==> config.mk <==
export PLATFORM = sky130hd
export DESIGN_NAME = exibe_sequencia_flat
export DESIGN_NICKNAME = d
export VERILOG_FILES = /design/src/rtl/exibe_sequencia_if.sv /design/src/rtl/exibe_sequencia.sv /design/src/flat_wrapper.sv
export SDC_FILE = /design/constraint.sdc
export NUM_CORES = 1
export LEC_CHECK = 0
export ABC_AREA = 1
export CAP_MARGIN = 0
export CORE_MARGIN = 4
export CORE_UTILIZATION = 55
export DETAILED_ROUTE_END_ITERATION = 8
export HOLD_SLACK_MARGIN = 0.02
export PLACE_DENSITY = 0.84
export SLEW_MARGIN = 40
export SYNTH_ARGS = -nofsm -noshare
export SYNTH_HDL_FRONTEND = slang
export SYNTH_SLANG_ARGS = --single-unit
==> constraint.sdc <==
create_clock -name clock -period 2.1 [get_ports clock]
set_clock_uncertainty 0.2 [all_clocks]
set_input_delay 0.42 -clock clock [delete_from_list [all_inputs] [get_ports clock]]
set_output_delay 0.42 -clock clock [all_outputs]
set_load 0.03 [all_outputs]
==> src/rtl/exibe_sequencia_if.sv <==
// Memory/LED bus between the game controller and the sequence playback block.
// ABORT_EN adds the abortar request line.
interface exibe_sequencia_if;
    logic       mostrar;
    logic [3:0] limite;
    logic [3:0] dado_mem;
    logic [3:0] endereco;
    logic [3:0] leds;
    logic       exibindo;
    logic       fim_exibicao;
    logic [3:0] db_estado;
`ifdef ABORT_EN
    logic       abortar;

    modport master (output mostrar, limite, dado_mem, abortar,
                    input  endereco, leds, exibindo, fim_exibicao, db_estado);
    modport slave  (input  mostrar, limite, dado_mem, abortar,
                    output endereco, leds, exibindo, fim_exibicao, db_estado);
`else
    modport master (output mostrar, limite, dado_mem,
                    input  endereco, leds, exibindo, fim_exibicao, db_estado);
    modport slave  (input  mostrar, limite, dado_mem,
                    output endereco, leds, exibindo, fim_exibicao, db_estado);
`endif
endinterface

==> src/rtl/exibe_sequencia.sv <==
// Memory-game playback: walks data memory 0..limite, lighting each word for T_ON
// cycles followed by a T_OFF dark gap. Define ABORT_EN to add the abortar input.
module exibe_sequencia #(
    parameter int T_ON    = 1000,
    parameter int T_OFF   = 500,
    parameter int TIMER_W = 12
) (
    input logic              clock,
    input logic              reset,
    exibe_sequencia_if.slave bus
);

    typedef enum logic [2:0] {
        OCIOSO  = 3'd0,
        PREPARA = 3'd1,
        ACENDE  = 3'd2,
        APAGA   = 3'd3,
        AVANCA  = 3'd4,
        FIM     = 3'd5
    } estado_t;

    estado_t              r_estado;
    estado_t              w_proximo;
    logic [TIMER_W-1:0]   r_timer;
    logic [3:0]           r_endereco;
    logic [3:0]           r_limite;
    logic                 w_fim_on;
    logic                 w_fim_off;
    logic                 w_abortar;
    logic [3:0]           w_leds;
    logic                 w_exibindo;
    logic                 w_fim_exibicao;
    logic [3:0]           w_db_estado;

    assign w_fim_on  = (r_timer == TIMER_W'(T_ON - 1));
    assign w_fim_off = (r_timer == TIMER_W'(T_OFF - 1));

`ifdef ABORT_EN
    assign w_abortar = bus.abortar;
`else
    assign w_abortar = 1'b0;
`endif

    // NOTE: sequential state uses non-blocking (<=) so every register samples pre-edge values.
    always_ff @(posedge clock or posedge reset) begin
        if (reset) r_estado <= OCIOSO;
        else       r_estado <= w_proximo;
    end

    always_ff @(posedge clock or posedge reset) begin
        if (reset) begin
            r_timer    <= '0;
            r_endereco <= '0;
            r_limite   <= '0;
        end else begin
            case (r_estado)
                PREPARA: begin
                    r_timer    <= '0;
                    r_endereco <= '0;
                    r_limite   <= bus.limite;
                end
                ACENDE:  r_timer <= w_fim_on  ? '0 : r_timer + 1'b1;
                APAGA:   r_timer <= w_fim_off ? '0 : r_timer + 1'b1;
                AVANCA: begin
                    r_timer    <= '0;
                    r_endereco <= r_endereco + 1'b1;
                end
                default: r_timer <= '0;
            endcase
        end
    end

    // NOTE: every always_comb output gets a default first, so no path can infer a latch.
    always_comb begin
        w_proximo      = r_estado;
        w_leds         = 4'h0;
        w_exibindo     = 1'b1;
        w_fim_exibicao = 1'b0;
        w_db_estado    = {1'b0, r_estado};
        case (r_estado)
            OCIOSO: begin
                w_exibindo = 1'b0;
                if (bus.mostrar) w_proximo = PREPARA;
            end
            PREPARA: w_proximo = ACENDE;
            ACENDE: begin
                w_leds = bus.dado_mem;
                if (w_abortar)     w_proximo = FIM;
                else if (w_fim_on) w_proximo = APAGA;
            end
            APAGA: begin
                if (w_abortar)      w_proximo = FIM;
                else if (w_fim_off) w_proximo = (r_endereco == r_limite) ? FIM : AVANCA;
            end
            AVANCA: w_proximo = w_abortar ? FIM : ACENDE;
            FIM: begin
                w_fim_exibicao = 1'b1;
                w_proximo      = OCIOSO;
            end
            default: begin
                w_db_estado = 4'hF;
                w_proximo   = OCIOSO;
            end
        endcase
    end

    assign bus.endereco     = r_endereco;
    assign bus.leds         = w_leds;
    assign bus.exibindo     = w_exibindo;
    assign bus.fim_exibicao = w_fim_exibicao;
    assign bus.db_estado    = w_db_estado;

endmodule

==> src/flat_wrapper.sv <==
// flat-port wrapper written by rule: the top's interface ports become plain ports
module exibe_sequencia_flat 
#(
    parameter int T_ON    = 1000,
    parameter int T_OFF   = 500,
    parameter int TIMER_W = 12
)
  (clock, reset, bus_mostrar, bus_limite, bus_dado_mem, bus_endereco, bus_leds, bus_exibindo, bus_fim_exibicao, bus_db_estado);
  exibe_sequencia_if bus_i ();
  input logic clock;
  input logic reset;
  input wire logic [$bits(bus_i.mostrar)-1:0] bus_mostrar;
  input wire logic [$bits(bus_i.limite)-1:0] bus_limite;
  input wire logic [$bits(bus_i.dado_mem)-1:0] bus_dado_mem;
  output wire logic [$bits(bus_i.endereco)-1:0] bus_endereco;
  output wire logic [$bits(bus_i.leds)-1:0] bus_leds;
  output wire logic [$bits(bus_i.exibindo)-1:0] bus_exibindo;
  output wire logic [$bits(bus_i.fim_exibicao)-1:0] bus_fim_exibicao;
  output wire logic [$bits(bus_i.db_estado)-1:0] bus_db_estado;
  assign bus_i.mostrar = bus_mostrar;
  assign bus_i.limite = bus_limite;
  assign bus_i.dado_mem = bus_dado_mem;
  assign bus_endereco = bus_i.endereco;
  assign bus_leds = bus_i.leds;
  assign bus_exibindo = bus_i.exibindo;
  assign bus_fim_exibicao = bus_i.fim_exibicao;
  assign bus_db_estado = bus_i.db_estado;
  exibe_sequencia #(.T_ON(T_ON), .T_OFF(T_OFF), .TIMER_W(TIMER_W)) u_core (.clock(clock), .reset(reset), .bus(bus_i));
endmodule
==> results of run 1 <==
==> flip-flops by register name, indices dropped and copies added, names as in the netlist <==
register,flops
u_core.r_timer,12
u_core.bus.endereco,4
u_core.r_limite,4
u_core.r_estado,3
==> cell usage in the layout, fill, tap and decap left out, types with 4 or more instances in the layout <==
master            n
nand2_1          37
nor2_1           25
inv_1            23
dfrtp_1          22
buf_4            19
clkdlybuf4s50_1  10
o21ai_0           7
nand3_1           7
buf_6             6
xor2_1            5
nor2_4            5
nor3_1            5
a21oi_1           4
dlymetal6s2s_1    4
==> power breakdown <==
part / leakage (nW) / switching (mW) / total, mW / internal, mW
Sequential: 0.275 / 0 / 0.443 / 0.443
Clock: 0.0177 / 0.127 / 0.198 / 0.0709
Combinational: 0.674 / 0.0148 / 0.0329 / 0.0181
Total: 0.967 / 0.141 / 0.673 / 0.532
==> cells by family (layout without fill, tap and decap cells) <==
logic type / Yosys count / after routing / share of synthesized area, %
mux: 1 / 1 / 0.7730
simple gates: 93 / 93 / 33.53
buf+inv: 31 / 75 / 9.951
compound gates: 13 / 13 / 5.314
xor+xnor: 6 / 6 / 4.058
flops: 23 / 23 / 44.44
fa+ha+maj: 2 / 2 / 1.932
==> per-layer routing <==
layer	routed length (µm)	track usage [%]	vias to the layer above
li1	-	-	610
met1	1393	25.55	611
met2	1878	41.58	34
met3	108	2.529	12
met4	108	8.475	0
met5	0	0	-
==> cell type report <==
class	instances	area [µm²]
clock inverters	1	5.005
multi-input cells	115	656.9
fillers	146	439.2
inverters	28	110.1
repair buffers	43	387.9
clock buffers	3	22.52
flip-flops and latches	23	576.8
well taps	28	35.03
==> timing repair <==
action / in CTS / in global routing
pin swaps: 2 / 2
endpoints found under the setup margin: 8 / 11
hold buffers: 0 / 0
setup buffers: 9 / 4
resized for setup: 13 / 24
==> worst max-delay path: cells and delay by family (launching register included) <==
family | cells | cell delay [ns]
AND/OR/NAND/NOR | 3 | 0.42
flip-flops | 1 | 0.43
buffers and inverters | 2 | 0.34
==> final timing paths <==
check	from	end	slack [ns]	cells after the start
max	u_core.r_estado[1]$_DFFE_PP0P_	bus_db_estado[3]	0.0009	5
min	reset	u_core.r_timer[2]$_DFF_PP0_	0.24	3
max reg2reg	u_core.r_estado[2]$_DFFE_PP0P_	u_core.r_timer[8]$_DFF_PP0_	0.30	10
min reg2reg	u_core.r_timer[0]$_DFF_PP0_	u_core.r_timer[0]$_DFF_PP0_	0.28	1
max in group asynchronous	reset	u_core.r_estado[0]$_DFFE_PP0P_	1.20	3
min in group clock	u_core.r_timer[0]$_DFF_PP0_	u_core.r_timer[0]$_DFF_PP0_	0.28	1
==> results.yml, run 1 <==
placed_design:
  dpl_worst_slack_ns: 0.07815
  io_buffers: 24
  hpwl_um: 2237
  dp.cells: 224
  placed_area_um2: 1602
  gp_congestion: 0.8510
timing:
  post-route-min-period_ns: 2.099
  tightest_slew_ns: 0.3368
  setup_viol: 0
  finalMaxSlewViolations: 0
  hold_viol: 0
  slew-limit-headroom_pct: 77.38
  period_share_pct: 99.96
  rsz0062_at_grt: "true"
  whs_ns: 0.2422
  setup_slack_ns: 0.0008507
  finalSetupTns_ns: 0
  max_freq_mhz: 476.4
yosys:
  post-synth-top-count-cell: "nand2_1"
  syn_area_per_cell_um2: 7.663
  synth.area.top_cells: "dfrtp_1, nand2_1, nor2_1"
  synth.distinct_cells: 25
  synth-seq-area-share_pct: 44.44
  ys_ff_latch: 23
  synth_top_area_cell: "dfrtp_1"
  syn_nets: 182
  synth_top_area_share_pct: 44.44
  synthFlopType: "dfrtp_1"
  synth_commonest_cells: "nand2_1, nor2_1, inv_1, dfrtp_1, nand3_1"
  netlist_area_um2: 1295
  synth_cells: 169
  synthArstFlopShare_pct: 100.0
  yosys_warnings: 0
  synth_edf_count: 0
min_path:
  hold_path.class: "in -> async"
drt:
  vias: 1267
  drt_pass1_iterations: 4
  route.detailed.drc: 0
  wl_um: 3490
  wire_per_inst_um: 14.48
  viasPerCell: 5.257
  postRouteAntennaNets: 0
  drt_iter0_markers: 63
floorplan:
  io_pins: 25
  row_count: 17
  core_um2: 2233
  die_area_um2: 3195
  die_width_um: 56.53
  initial_core_util_pct: 57.98
  die_height_um: 56.53
finish:
  final_cell_area_um2: 1794
  syn_to_final_growth_pct: 38.55
  drive_above_1_share_pct: 26.76
  fin_cells: 241
  antennaDiodeCount: 0
  final_nets: 227
  fin_util_pct: 80.34
worst_setup_path:
  cp_data_required_time_ns: 1.48
  worst_path_max_delay_cell: "dfrtp_1"
  end_kind: "primary output"
  startpoint_type: "flip-flop"
  crit_type: "reg -> out"
  crit_chain: "buf_4 -> nand2_4 -> nor2_4 -> nor4_4 -> buf_6"
  worst-path-max-fanout: 3
  slowest_delay_ns: 0.43
  arrival_ns: 1.48
global_route:
  grt_pass1_wl_um: 5706
  track_usage_pct: 22.29
  grt_pass1_vias: 1340
  overflow: 0
  grt_max_degree: 24
  antenna_found_initial: 0
run:
  max-cap-violations: 0
clock_network:
  cts.sinks: 23
  htree_num_levels: 1
  cts_tree: "done"
  clockRootBuffer: "clkbuf_4"
  path_clk_slew_ns: 0.13
  cts_buffer_depth: 2
  insertion_delay_ns: 0.30
  cts_made_buffers: 3
power:
  power_density_nw_per_um2: 375.2
  vdd_ir_drop_max_mv: 0.3383
  p_leak_nw: 0.9670
  totalPowerFinal_mw: 0.6732
status:
  outcome: "finished, final reports clean"
Power figures use the tool's default switching activity.
==> run 2, diff against run 1 <==
--- a/config.mk
+++ b/config.mk
@@ -8,10 +8,12 @@
 export ABC_AREA = 1
 export CAP_MARGIN = 0
 export CORE_MARGIN = 4
-export CORE_UTILIZATION = 55
+export CORE_UTILIZATION = 46
+export CTS_CLUSTER_SIZE = 8
 export DETAILED_ROUTE_END_ITERATION = 8
+export GPL_ROUTABILITY_DRIVEN = 0
 export HOLD_SLACK_MARGIN = 0.02
-export PLACE_DENSITY = 0.84
+export PLACE_DENSITY = 0.75
 export SLEW_MARGIN = 40
 export SYNTH_ARGS = -nofsm -noshare
 export SYNTH_HDL_FRONTEND = slang
==> constraint.sdc (replaced) <==
create_clock -name clock -period 1.9 [get_ports clock]
set_clock_uncertainty 0.2 [all_clocks]
set_input_delay 0.38 -clock clock [delete_from_list [all_inputs] [get_ports clock]]
set_output_delay 0.38 -clock clock [all_outputs]
set_load 0.03 [all_outputs]
==> results.yml, run 2 (synthesis gave the netlist of run 1 again) <==
worst_setup_path:
  end_kind: "primary output"
  startpoint_type: "flip-flop"
  slowest_delay_ns: 0.46
  crit_path_end: "bus_db_estado[3]"
  arrival_ns: 1.47
  cp_data_required_time_ns: 1.32
  reg2regPathDepth: 8
  reg2reg_to: "u_core.r_timer[8]$_DFF_PP0_"
  critPathLaunch: "u_core.r_estado[1]$_DFFE_PP0P_"
  worst-path-max-fanout: 4
  crit_type: "reg -> out"
  ff2ff_setup_slack_ns: 0.26
  crit_chain: "buf_4 -> nor3_4 -> inv_2 -> nand2_4 -> nor4_4 -> buf_6"
  r2r_start: "u_core.r_estado[2]$_DFFE_PP0P_"
  worst_path_max_delay_cell: "dfrtp_2"
power:
  totalPowerFinal_mw: 0.7570
  vdd_ir_drop_max_mv: 0.4051
  p_leak_nw: 0.8835
  power_density_nw_per_um2: 431.5
finish:
  drive_above_1_share_pct: 25.00
  fillerInstances: 200
  final_cell_area_um2: 1754
  mostFrequentLayoutCells: "nand2_1, nor2_1, inv_1"
  syn_to_final_growth_pct: 35.46
  largest_register: "u_core.r_timer"
  multi_input_area_um2: 651.9
  layout_commonest_cell: "nand2_1"
  fin_cells: 238
  antennaDiodeCount: 0
  seq_area_um2: 578.1
  final_nets: 222
  largest_reg_flops: 12
floorplan:
  row_count: 18
  initial_core_util_pct: 50.00
  die_area_um2: 3728
  die_width_um: 61.06
  core_um2: 2590
  die_height_um: 61.06
  io_pins: 25
status:
  outcome: "complete, but fails checks"
  violations: "setup timing"
timing:
  post-route-min-period_ns: 2.050
  period_share_pct: 107.9
  tightest_slew_ns: 0.3400
  finalMaxSlewViolations: 0
  hold_viol: 0
  setup_slack_ns: -0.1497
  rsz0062_at_grt: "true"
  whs_ns: 0.1942
  setup_viol: 6
  slew-limit-headroom_pct: 77.16
  max_freq_mhz: 487.9
clock_network:
  cts_buffer_depth: 2
  cts.sinks: 23
  cts_tree: "done"
  cts_made_buffers: 3
  path_clk_slew_ns: 0.13
  htree_num_levels: 1
  insertion_delay_ns: 0.31
  cts_hold_buffers: 0
  clockRootBuffer: "clkbuf_4"
placed_design:
  dpl_worst_slack_ns: 0.03193
  io_buffers: 24
  placed_area_um2: 1592
  dp.cells: 225
  hpwl_um: 2014
min_path:
  hold_path.class: "in -> async"
drt:
  drt_iter0_markers: 69
  wire_per_inst_um: 11.27
  viasPerCell: 4.765
  drt_pass1_iterations: 4
  wl_um: 2682
  route.detailed.drc: 0
  postRouteAntennaNets: 0
  vias: 1134
global_route:
  track_usage_pct: 16.07
  grt_pass1_wl_um: 4519
  overflow: 0
  antenna_found_initial: 0
  grt_pass1_vias: 1085
  grt_max_degree: 24
run:
  max-cap-violations: 0
==> run 2: cell type report <==
type,count,share of cell area [%]
clock inverter,1,0.4280
clock buffer,3,1.284
inverter,28,6.419
sequential,23,32.95
tap,30,2.140
timing repair buffer,38,19.61
multi-input combinational,115,37.16
==> run 2: what timing repair did <==
| item | CTS | global route |
|---|---|---|
| endpoints found under the setup margin | 12 | 6 |
| resized for setup | 19 | 12 |
| setup buffers | 7 | 2 |
| pin swaps | 3 | 2 |
==> run 2: worst min-delay path by stage <==
| stage | from | to | slack (ns) |
|---|---|---|---|
| finish | reset | u_core.r_limite[3]$_DFFE_PP0P_ | 0.19 |
| global route | reset | u_core.r_limite[3]$_DFFE_PP0P_ | 0.20 |
| CTS | reset | u_core.r_timer[0]$_DFF_PP0_ | 0.20 |
| detailed placement | u_core.r_timer[0]$_DFF_PP0_ | u_core.r_timer[0]$_DFF_PP0_ | 0.26 |
| global placement | u_core.r_timer[0]$_DFF_PP0_ | u_core.r_timer[0]$_DFF_PP0_ | 0.25 |
| floorplan | reset | u_core.bus.endereco[0]$_DFFE_PP0P_ | 0.18 |
==> run 2: worst max-delay path: cells and delay by family, from the launching register on <==
kind	cells	cell delay, ns
AND/OR/NAND/NOR	3	0.33
flip-flops	1	0.46
buffers and inverters	3	0.37
==> run 2: layer usage <==
| layer | vias to the layer above | track usage, % | share of wire [%] |
|---|---|---|---|
| met2 | 22 | 29.46 | 49 |
| met1 | 513 | 19.55 | 44 |
| met5 | - | 0 | 0 |
| met4 | 0 | 4.644 | 1.4 |
| met3 | 4 | 2.096 | 5.3 |
| li1 | 595 | - | - |
==> run 2: report_power, final <==
part	switching, mW	total (mW)	internal (mW)	leakage (nW)
Sequential	0	0.489	0.489	0.274
Combinational	0.0144	0.0344	0.0200	0.596
Clock	0.153	0.233	0.0802	0.0139
==> run 2: per-stage QoR <==
stage	utilization [%]	TNS (ns)
finish	67.73	-0.6506
global placement	61.45	0
global route	67.73	-1.128
CTS	65.60	-0.7490
floorplan	-	0
detailed placement	61.45	0
==> run 3, diff against run 2 <==
--- a/config.mk
+++ b/config.mk
@@ -14,6 +14,7 @@
 export GPL_ROUTABILITY_DRIVEN = 0
 export HOLD_SLACK_MARGIN = 0.02
 export PLACE_DENSITY = 0.75
+export SETUP_SLACK_MARGIN = 0.5
 export SLEW_MARGIN = 40
 export SYNTH_ARGS = -nofsm -noshare
 export SYNTH_HDL_FRONTEND = slang
==> results.yml, run 3 (synthesis gave the netlist of run 1 again) <==
status:
  outcome: "complete, but fails checks"
  violations: "setup timing"
drt:
  drt_pass1_iterations: 4
  drt_iter0_markers: 56
  postRouteAntennaNets: 0
  vias: 1255
  wire_per_inst_um: 13.90
  viasPerCell: 5.060
  route.detailed.drc: 0
  wl_um: 3448
worst_setup_path:
  worst_path_max_delay_cell: "dfrtp_2"
  crit_type: "reg -> out"
  crit_family: "flip-flops"
  startpoint_type: "flip-flop"
  crit_buf_inv: 2
  r2r_start: "u_core.r_estado[2]$_DFFE_PP0P_"
  reg2reg_to: "u_core.r_estado[0]$_DFFE_PP0P_"
  end_kind: "primary output"
  reg2regPathDepth: 13
  crit_chain: "clkinv_4 -> nand2_4 -> nor2_4 -> nor4_4 -> buf_6"
  cp_data_required_time_ns: 1.32
  ff2ff_setup_slack_ns: -0.06
  arrival_ns: 1.50
  slowest_delay_ns: 0.46
  worst-path-max-fanout: 4
finish:
  fin_cells: 248
  largest_reg_flops: 12
  drive_above_1_share_pct: 37.61
  antennaDiodeCount: 0
  fillerInstances: 178
  final_nets: 232
  layout_commonest_cell: "nand2_1"
  syn_to_final_growth_pct: 50.92
  largest_register: "u_core.r_timer"
  mostFrequentLayoutCells: "nand2_1, nor2_1, inv_1"
timing:
  hold_viol: 0
  period_share_pct: 109.5
  max_freq_mhz: 480.7
  slew-limit-headroom_pct: 77.51
  rsz0062_at_grt: "true"
  tightest_slew_ns: 0.3347
  setup_slack_ns: -0.1801
  finalMaxSlewViolations: 0
  setup_viol: 11
  post-route-min-period_ns: 2.080
power:
  vdd_ir_drop_max_mv: 0.4322
  power_density_nw_per_um2: 385.3
  p_leak_nw: 0.9408
  totalPowerFinal_mw: 0.7531
min_path:
  hold_path.class: "in -> async"
global_route:
  overflow: 0
  antenna_found_initial: 0
  grt_pass1_vias: 1269
  track_usage_pct: 19.88
  grt_pass1_wl_um: 5554
  grt_max_degree: 24
clock_network:
  insertion_delay_ns: 0.30
  cts_buffer_depth: 2
  cts.sinks: 23
  cts_made_buffers: 3
  clockRootBuffer: "clkbuf_4"
  htree_num_levels: 1
  cts_tree: "done"
  path_clk_slew_ns: 0.13
  cts_hold_buffers: 0
floorplan:
  io_pins: 25
  initial_core_util_pct: 50.00
  die_height_um: 61.06
  die_area_um2: 3728
  core_um2: 2590
  row_count: 18
  die_width_um: 61.06
placed_design:
  dp.cells: 222
  io_buffers: 24
  hpwl_um: 2102
run:
  max-cap-violations: 0
[run 3: cell count changes in the layout (fill, tap and decap cells not counted), sizes merged]
cell         previous run  this run
clkbuf                  3         4
clkinv                  0         1
clkinvlp                1         0
buf                    22        36
dlygate4sd2             6         1
[run 3: tightest hold or removal path: cells and delay by family]
family | cells | cell delay [ns]
buf+inv | 3 | 0.73
[run 3: worst max path at each step]
| stage | from | endpoint | slack, ns | depth (start not counted) |
|---|---|---|---|---|
| floorplan | u_core.r_estado[0]$_DFFE_PP0P_ | bus_db_estado[3] | 0.12 | 5 |
| global placement | u_core.r_estado[2]$_DFFE_PP0P_ | bus_leds[0] | 0.13 | 6 |
| detailed placement | u_core.r_estado[2]$_DFFE_PP0P_ | bus_leds[0] | 0.07 | 6 |
| CTS | u_core.r_estado[1]$_DFFE_PP0P_ | bus_db_estado[3] | -0.15 | 4 |
| global route | u_core.r_estado[1]$_DFFE_PP0P_ | bus_db_estado[3] | -0.26 | 5 |
| finish | u_core.r_estado[2]$_DFFE_PP0P_ | bus_db_estado[3] | -0.18 | 5 |
[run 3: per-layer routing]
layer / share of wire [%] / up-vias / global-route usage [%]
li1: - / 617 / -
met1: 38 / 616 / 21.68
met2: 56 / 16 / 39.12
met3: 3.2 / 6 / 2.935
met4: 1.9 / 0 / 5.573
met5: 0 / - / 0
[run 3: power breakdown]
part / internal [mW] / total, mW / leakage (nW) / switching, mW
registers: 0.489 / 0.489 / 0.273 / 0
clock network: 0.0817 / 0.228 / 0.0150 / 0.146
logic: 0.0200 / 0.0360 / 0.653 / 0.0159
total: 0.591 / 0.753 / 0.941 / 0.162
[run 3: layout make-up]
class	instances	area, µm²	area share, %
Timing Repair inverter	1	8.758	0.4481
Inverter	28	125.1	6.402
Tap cell	30	37.54	1.921
Timing Repair Buffer	47	439.2	22.47
Sequential cell	23	579.3	29.64
Clock buffer	4	26.28	1.344
Multi-Input combinational cell	115	738.2	37.77
[run 3: metrics by stage]
stage	worst slack (ns)	hold WS (ns)	instance area, µm²	TNS (ns)	utilization (%)
global placement	0.1277	0.2531	1624	0	62.71
floorplan	0.1158	0.1819	1375	0	-
finish	-0.1801	0.1986	1954	-0.8776	75.46
CTS	-0.1461	0.2010	1881	-0.7555	72.61
global route	-0.2559	0.2135	1954	-1.886	75.46
detailed placement	0.07238	0.2601	1624	0	62.71
[run 3: repair_timing]
action | CTS | global route
cloned | 1 | 0
pin swaps | 9 | 3
setup endpoints to repair | 31 | 34
buffers inserted | 17 | 4
resized for setup | 64 | 14
